===== src/rtl/fp_add_seq.sv =====
// fp_add_seq: multi-cycle parametrised IEEE-754 adder/subtractor.
// Round-to-nearest-even, flush-to-zero, valid/ready on both sides.
module fp_add_seq #(
  parameter int EXP_W = 8,
  parameter int MAN_W = 23,
  localparam int W = 1 + EXP_W + MAN_W
) (
  input  logic         clk,
  input  logic         rst_n,
  input  logic         in_valid,
  output logic         in_ready,
  input  logic [W-1:0] a,
  input  logic [W-1:0] b,
  input  logic         sub,
  output logic         out_valid,
  input  logic         out_ready,
  output logic [W-1:0] result,
  output logic         flag_overflow,
  output logic         flag_underflow,
  output logic         flag_invalid
);
  localparam int SW = MAN_W + 4;
  localparam int XW = EXP_W + 2;
  localparam int RW = MAN_W + 2;
  localparam int LW = $clog2(SW + 1);
  localparam logic [EXP_W-1:0] EMAX = '1;
  localparam logic [EXP_W-1:0] SH_MAX = EXP_W'(SW - 1);
  localparam logic signed [XW-1:0] EMAX_X = {2'b00, EMAX};
  localparam logic [W-1:0] QNAN =
    {1'b0, EMAX, 1'b1, {(MAN_W-1){1'b0}}};

  typedef enum logic [2:0] {
    IDLE, ALIGN, ADD, NORM, ROUND, DONE
  } state_t;
  state_t state, nxt;

  logic [W-1:0] a_q, b_q;
  logic sub_q;
  logic sgn, zsgn, eff_sub, zero_q;
  logic is_nan, is_inf, inf_sgn;
  logic signed [XW-1:0] exp_q;
  logic [SW-1:0] big_q, sml_q;
  logic [SW:0] sum_q;

  always_ff @(posedge clk or negedge rst_n)
    if (!rst_n) state <= IDLE;
    else        state <= nxt;

  always_comb begin
    nxt = state;
    unique case (state)
      IDLE:    if (in_valid) nxt = ALIGN;
      ALIGN:   nxt = ADD;
      ADD:     nxt = NORM;
      NORM:    nxt = ROUND;
      ROUND:   nxt = DONE;
      DONE:    if (out_ready) nxt = IDLE;
      default: nxt = IDLE;
    endcase
  end

  assign in_ready  = (state == IDLE);
  assign out_valid = (state == DONE);

  logic sa, sb, a_nan, b_nan, a_inf, b_inf, swap;
  logic [EXP_W-1:0] ea, eb, be, diff;
  logic [MAN_W-1:0] fa, fb;
  logic [MAN_W:0] sig_a, sig_b, bs, ss;
  logic [SW-1:0] ext, mask, shf;

  always_comb begin
    sa = a_q[W-1];
    ea = a_q[W-2:MAN_W];
    fa = a_q[MAN_W-1:0];
    sb = b_q[W-1] ^ sub_q;
    eb = b_q[W-2:MAN_W];
    fb = b_q[MAN_W-1:0];
    a_nan = (&ea) & (|fa);
    b_nan = (&eb) & (|fb);
    a_inf = (&ea) & ~(|fa);
    b_inf = (&eb) & ~(|fb);
    // exponent 0 flushes to a zero significand
    sig_a = (|ea) ? {1'b1, fa} : '0;
    sig_b = (|eb) ? {1'b1, fb} : '0;
    swap = {eb, fb} > {ea, fa};
    be = swap ? eb : ea;
    diff = swap ? (eb - ea) : (ea - eb);
    bs = swap ? sig_b : sig_a;
    ss = swap ? sig_a : sig_b;
    ext = {ss, 3'b000};
    mask = (SW'(1) << diff) - SW'(1);
    if (diff >= SH_MAX)
      shf = {{(SW-1){1'b0}}, |ss};
    else
      shf = (ext >> diff) |
            {{(SW-1){1'b0}}, |(ext & mask)};
  end

  logic [LW-1:0] lz;
  logic [SW-1:0] nm;
  logic signed [XW-1:0] ne;

  always_comb begin
    lz = '0;
    for (int i = 0; i < SW; i++)
      if (sum_q[i]) lz = LW'(SW - 1 - i);
    if (sum_q[SW]) begin
      nm = sum_q[SW:1] | {{(SW-1){1'b0}}, sum_q[0]};
      ne = exp_q + XW'(1);
    end else begin
      nm = sum_q[SW-1:0] << lz;
      ne = exp_q - XW'(lz);
    end
  end

  logic inc, ovf_c, unf_c, inv_c;
  logic [RW-1:0] rnd;
  logic signed [XW-1:0] re;
  logic [W-1:0] res_c;

  always_comb begin
    inc = big_q[2] & (big_q[1] | big_q[0] | big_q[3]);
    rnd = {1'b0, big_q[SW-1:3]} + RW'(inc);
    re = exp_q + XW'(rnd[MAN_W+1]);
    // a rounding carry leaves an all-zero fraction
    res_c = {sgn, re[EXP_W-1:0], rnd[MAN_W-1:0]};
    ovf_c = 1'b0;
    unf_c = 1'b0;
    inv_c = 1'b0;
    if (is_nan) begin
      res_c = QNAN;
      inv_c = 1'b1;
    end else if (is_inf) begin
      res_c = {inf_sgn, EMAX, {MAN_W{1'b0}}};
    end else if (zero_q) begin
      res_c = {zsgn, {(W-1){1'b0}}};
    end else if (exp_q <= 0) begin
      res_c = {sgn, {(W-1){1'b0}}};
      unf_c = 1'b1;
    end else if (re >= EMAX_X) begin
      res_c = {sgn, EMAX, {MAN_W{1'b0}}};
      ovf_c = 1'b1;
    end
  end

  always_ff @(posedge clk or negedge rst_n) begin
    if (!rst_n) begin
      a_q <= '0;
      b_q <= '0;
      sub_q <= 1'b0;
      sgn <= 1'b0;
      zsgn <= 1'b0;
      eff_sub <= 1'b0;
      zero_q <= 1'b0;
      is_nan <= 1'b0;
      is_inf <= 1'b0;
      inf_sgn <= 1'b0;
      exp_q <= '0;
      big_q <= '0;
      sml_q <= '0;
      sum_q <= '0;
      result <= '0;
      flag_overflow <= 1'b0;
      flag_underflow <= 1'b0;
      flag_invalid <= 1'b0;
    end else begin
      unique case (state)
        IDLE: if (in_valid) begin
          a_q <= a;
          b_q <= b;
          sub_q <= sub;
          flag_overflow <= 1'b0;
          flag_underflow <= 1'b0;
          flag_invalid <= 1'b0;
        end
        ALIGN: begin
          sgn <= swap ? sb : sa;
          zsgn <= sa & sb;
          eff_sub <= sa ^ sb;
          is_nan <= a_nan | b_nan | (a_inf & b_inf & (sa ^ sb));
          is_inf <= a_inf | b_inf;
          inf_sgn <= a_inf ? sa : sb;
          exp_q <= {2'b00, be};
          big_q <= {bs, 3'b000};
          sml_q <= shf;
        end
        ADD: sum_q <= eff_sub ?
          ({1'b0, big_q} - {1'b0, sml_q}) :
          ({1'b0, big_q} + {1'b0, sml_q});
        NORM: begin
          big_q <= nm;
          exp_q <= ne;
          zero_q <= ~(|sum_q);
        end
        ROUND: begin
          result <= res_c;
          flag_overflow <= ovf_c;
          flag_underflow <= unf_c;
          flag_invalid <= inv_c;
        end
        default: ;
      endcase
    end
  end
endmodule


===== config.mk =====
export PLATFORM = sky130hd
export DESIGN_NAME = fp_add_seq
export DESIGN_NICKNAME = d
export VERILOG_FILES = /design/src/rtl/fp_add_seq.sv
export SDC_FILE = /design/constraint.sdc
export NUM_CORES = 1
export LEC_CHECK = 0
export BUFFER_PORTS_ARGS = -buffer_cell sky130_fd_sc_hd__clkbuf_2
export CAP_MARGIN = 40
export CORE_MARGIN = 3
export CORE_UTILIZATION = 62
export DETAILED_ROUTE_END_ITERATION = 12
export PLACE_DENSITY = 0.81
export SETUP_SLACK_MARGIN = 0.02
export SLEW_MARGIN = 20
export SYNTH_ARGS = -nofsm -noshare
export SYNTH_HDL_FRONTEND = slang
export SYNTH_SLANG_ARGS = --single-unit

===== constraint.sdc =====
create_clock -name clk -period 5.64 [get_ports clk]
set_clock_uncertainty 0.1 [all_clocks]
set_input_delay 0.282 -clock clk [delete_from_list [all_inputs] [get_ports clk]]
set_output_delay 0.282 -clock clk [all_outputs]
set_load 0.01 [all_outputs]

==> impl_summary.md <==
Worst setup path
The critical path goes through and2_1 > ha_1 > nand3_1 > nor2_1 > and3_1 > and3_1 > nand3_1 > or3_1 > nor2_1 > and3_1 > ha_1 > ha_1 > nand3_1 > xor2_1 > or4_1 > nor3_1 > o21ai_0 > buf_4 > nand3_1 > buf_4 > o21ai_0. The maximum fanout count along the critical path is 22. The largest single stage delay on the critical path is 0.44 ns. The library cell appearing most often on the critical path is nand3_1. The critical path class is register to register. The number of cells on the critical path is 21.

Counting cells, the worst reg-to-reg path comes to 21. The worst setup path is launched from a register. Data on the critical path arrives at its endpoint at around 5.4 ns. The slowest stage of the critical path belongs to the cell or3_1.

At the worst endpoint, the required time is 5.92 ns. The type of element capturing the critical path is a register. The critical path contains buffers and inverters numbering 2 combined.

The top cell family by delay on the critical path is simple AND/OR/NAND/NOR gates.

Clock network
The library cell used as clock root buffer is clkbuf_16. In this run the number of H-tree levels came out at 1. TritonCTS built the clock tree. The maximum number of buffers from clock root to sink is 3.

The sink count of the clock tree is just over 200. The clock-pin transition on the worst setup and hold timing paths is 0.06 ns. For the worst-skew pair, the clock arrives at the later sink with an insertion delay of 0.52 ns.

The post-CTS repair timing setup buffer count is 0. Counting the buffers created by CTS gives 24.

Global routing
Entering global routing, the biggest net connects around 110 pins. The residual overflow from global routing is 0. The global routing usage summed across all routing layers is 39.96%. The first global-routing pass estimated 84,680 um of wire.

The number of antenna violations at the first check in global routing came to 2. The via count of the first global-routing pass was around 15,000.

Route
After detailed routing, the number of remaining DRC violations is 0. The pre-antenna-repair detailed-routing pass consisted of 6 iterations. The routed design has 54,270 um of wire. The vias after detailed routing is 15,920. The wire length per cell after detailed routing is 22.42 um. The detailed-route vias per instance is around 6.6.

Once detail routing completed, the nets flagged for antenna violations numbered 0. The first routing iteration left 1,811 violations.

Timing
The sum of negative setup slack is 0 ns. The count of endpoints failing hold in the final timing report is 0. For the finished layout, the period the worst path requires is 5.100 ns. The relative max-transition margin is 37.09%.

The fraction of the cycle the final worst path needs is 90.42%. Based on the critical path, the design can be clocked at up to 196.1 MHz. The minimum hold slack is 0.04932 ns. The final max-slew violation count is 0.

Setup repair after global routing left no endpoint under its margin. The number of failing setup endpoints in the final timing report is 0. At the pin with the least slew margin, the transition time is 0.9338 ns.

Synth
Yosys mapped a number of flops with a built-in enable equal to 0. The xor and xnor area share after synthesis is 5.345%. The share of async-settable or async-resettable flops after synthesis is 100.0%. The top flip-flop cell by instance count after synthesis is dfrtp_1. The simple-gate share of the synthesized area is 21.50%. A synthesized cell averages 7.986 um^2. The proportion of netlist area held by the largest area contributor is 32.28%. The main combinational cell family by area after synthesis is simple AND/OR/NAND/NOR gates.

The most area-hungry cell type in the Yosys netlist is dfrtp_1. Counting every instance in the synthesized netlist gives 1,961. Yosys attributes the largest share of cell area to dfrtp_1, nand2_1, mux2i_1. For this run, the register share of the synthesized area comes to 32.28%.

Synthesis instantiated 79 different standard cells from the library. Of the total synthesized cell area, the portion taken by full adders, half adders and majority gates is 6.663%. The cell area that synthesis handed to floorplanning was 0.01566 mm^2. Counting every net in the synthesized netlist gives 2,111. Summing the areas of all compound-gate instances in the mapped netlist gives 20.46% of the synthesized area. The count of state elements after synthesis is 202. Yosys printed 0 warnings.

The fraction of synthesized area in multiplexers is ~8.8%.

Floorplanning
The overall die area is 0.02720 mm^2. The number of cell rows is 57. Measured along the y axis, the die boundary spans 164.9 um. During I/O placement, the number of pins put on the boundary was roughly 110. The die is roughly 160 um wide.

The initial cell density of the core is 63.65%. The core area is 0.02460 mm^2.

Cells and area
The layout overhead on the synthesized area is 15.00%. The post-route netlist has ~11% of its cells at a drive strength greater than 1. The fraction of the core area covered by cells at the end of the flow is 73.20%. The number of nets in the layout is 2,227. With fillers left out, the area of the finished cells amounts to about 0.018 mm^2.

Flow run
The max capacitance violation total is 0.

Placement
The final weighted congestion in routability-driven placement is 0.9868. The half-perimeter wire length of the detailed placement result is 39,060 um. The total cell area at the placement stage is 0.01643 mm^2. The port buffer count is 105.

Status
The flow ran to the end, and the final reports show no timing, DRC or antenna violations.

Min path
The worst hold path was traced through 5 stages. The class of the most critical hold timing path is input pin to register.
==> per-layer routing <==
layer  global-route usage (%)  up-vias  wire, um
li1                         -     7240         -
met1                    52.03     7535     21280
met2                    65.51      935     25320
met3                    6.622      214      4745
met4                    18.07        0      2919
met5                        0        -         0
==> worst min-delay path: stages <==
cell and delay, ns:
clkbuf_2 0.10, nor2_1 0.08, nor2_1 0.04, nor2_1 0.07
a221oi_1 0.05
==> layout by cell type, fill, tap and decap left out, types with 53 or more instances in the layout <==
| cell | synthesis | final |
|---|---|---|
| nor3_1 | 65 | 65 |
| ha_1 | 77 | 77 |
| nand2_1 | 348 | 348 |
| a21oi_1 | 106 | 105 |
| dfrtp_1 | 202 | 202 |
| inv_1 | 71 | 71 |
| dlygate4sd3_1 | 0 | 67 |
| xnor2_1 | 58 | 58 |
| nor2_1 | 152 | 152 |
| mux2i_1 | 101 | 101 |
| clkbuf_2 | 0 | 105 |
| o21ai_0 | 180 | 180 |
| nand3_1 | 53 | 53 |
==> through the flow <==
| step | cells | setup slack, ns |
|---|---|---|
| 5_1_grt | 2420 | 0.1561 |
| 3_3_place_gp | 2294 | 0.8132 |
| 2_1_floorplan | 1961 | 1.467 |
| 6_report | 2420 | 0.5404 |
| 4_1_cts | 2411 | 0.5912 |
| 3_5_place_dp | 2301 | 0.6085 |
==> registers in the layout, summed over array words and instances (netlist names) <==
signal	cells
b_q	32
is_inf	1
sgn	1
eff_sub	1
a_q	32
flag_invalid	1
big_q	27
sum_q	28
state	3
is_nan	1
inf_sgn	1
zero_q	1
exp_q	10
sub_q	1
zsgn	1
flag_overflow	1
flag_underflow	1
sml_q	27
result	32
==> repair_timing <==
action                                 in CTS  in global routing
gates resized for setup                     0                  0
endpoints found under the hold margin     120                  0
hold buffers                               67                  0
==> final timing paths <==
path,from,endpoint,slack [ns]
max,big_q[3]$_DFFE_PN0P_,result[12]$_DFFE_PN0P_,0.54
min in group asynchronous,rst_n,big_q[22]$_DFFE_PN0P_,0.19
max in group asynchronous,rst_n,big_q[26]$_DFFE_PN0P_,4.18
min reg2reg,zsgn$_DFFE_PN0P_,zsgn$_DFFE_PN0P_,0.38
min,in_valid,state[0]$_DFFE_PN0P_,0.05
max reg2reg,big_q[3]$_DFFE_PN0P_,result[12]$_DFFE_PN0P_,0.54
==> layout make-up <==
class	count	area (um^2)
multi-input cells	1565	9863
fillers	1906	6594
flip-flops and latches	202	5055
repair buffers	213	1602
clock buffers	35	713.2
well taps	324	405.4
inverters	71	266.5
clock inverters	8	101.3
diodes	2	5.005
==> cell families (layout without fill, tap and decap cells) <==
| family | Yosys count | count (layout) |
|---|---|---|
| XOR/XNOR | 93 | 93 |
| AND/OR/NAND/NOR | 756 | 756 |
| buffers and inverters | 194 | 327 |
| flip-flops | 202 | 202 |
| adder cells (fa/ha/maj) | 81 | 81 |
| multiplexers | 125 | 125 |
| AO/OA/AOI/OAI | 510 | 510 |
| other | 0 | 2 |
==> cells in the mapped netlist, drive strengths merged (3+ instances only) <==
library cell,n
nand2,348
nor3b,4
nand3,53
o22ai,11
inv,71
or2,6
mux2,14
o21ai,183
mux4,6
xnor2,60
or4,4
nor4,33
dfrtp,202
fa,4
a21o,31
o22a,8
xor2,33
o221ai,6
clkbuf,88
or3,7
a21oi,107
and3,18
buf,35
o21a,4
nand4,19
nand3b,4
nand2b,13
a221oi,24
o31ai,15
and2,15
a22oi,11
a211oi,16
nor2b,9
o211ai,23
ha,77
nor3,65
mux2i,105
nor2,154
a31oi,17
o21bai,3
a22o,14
a221o,10
Power is left out: the tool's default activity adds up to more than one toggle a clock period on the data nets, which glitch-free logic cannot reach.
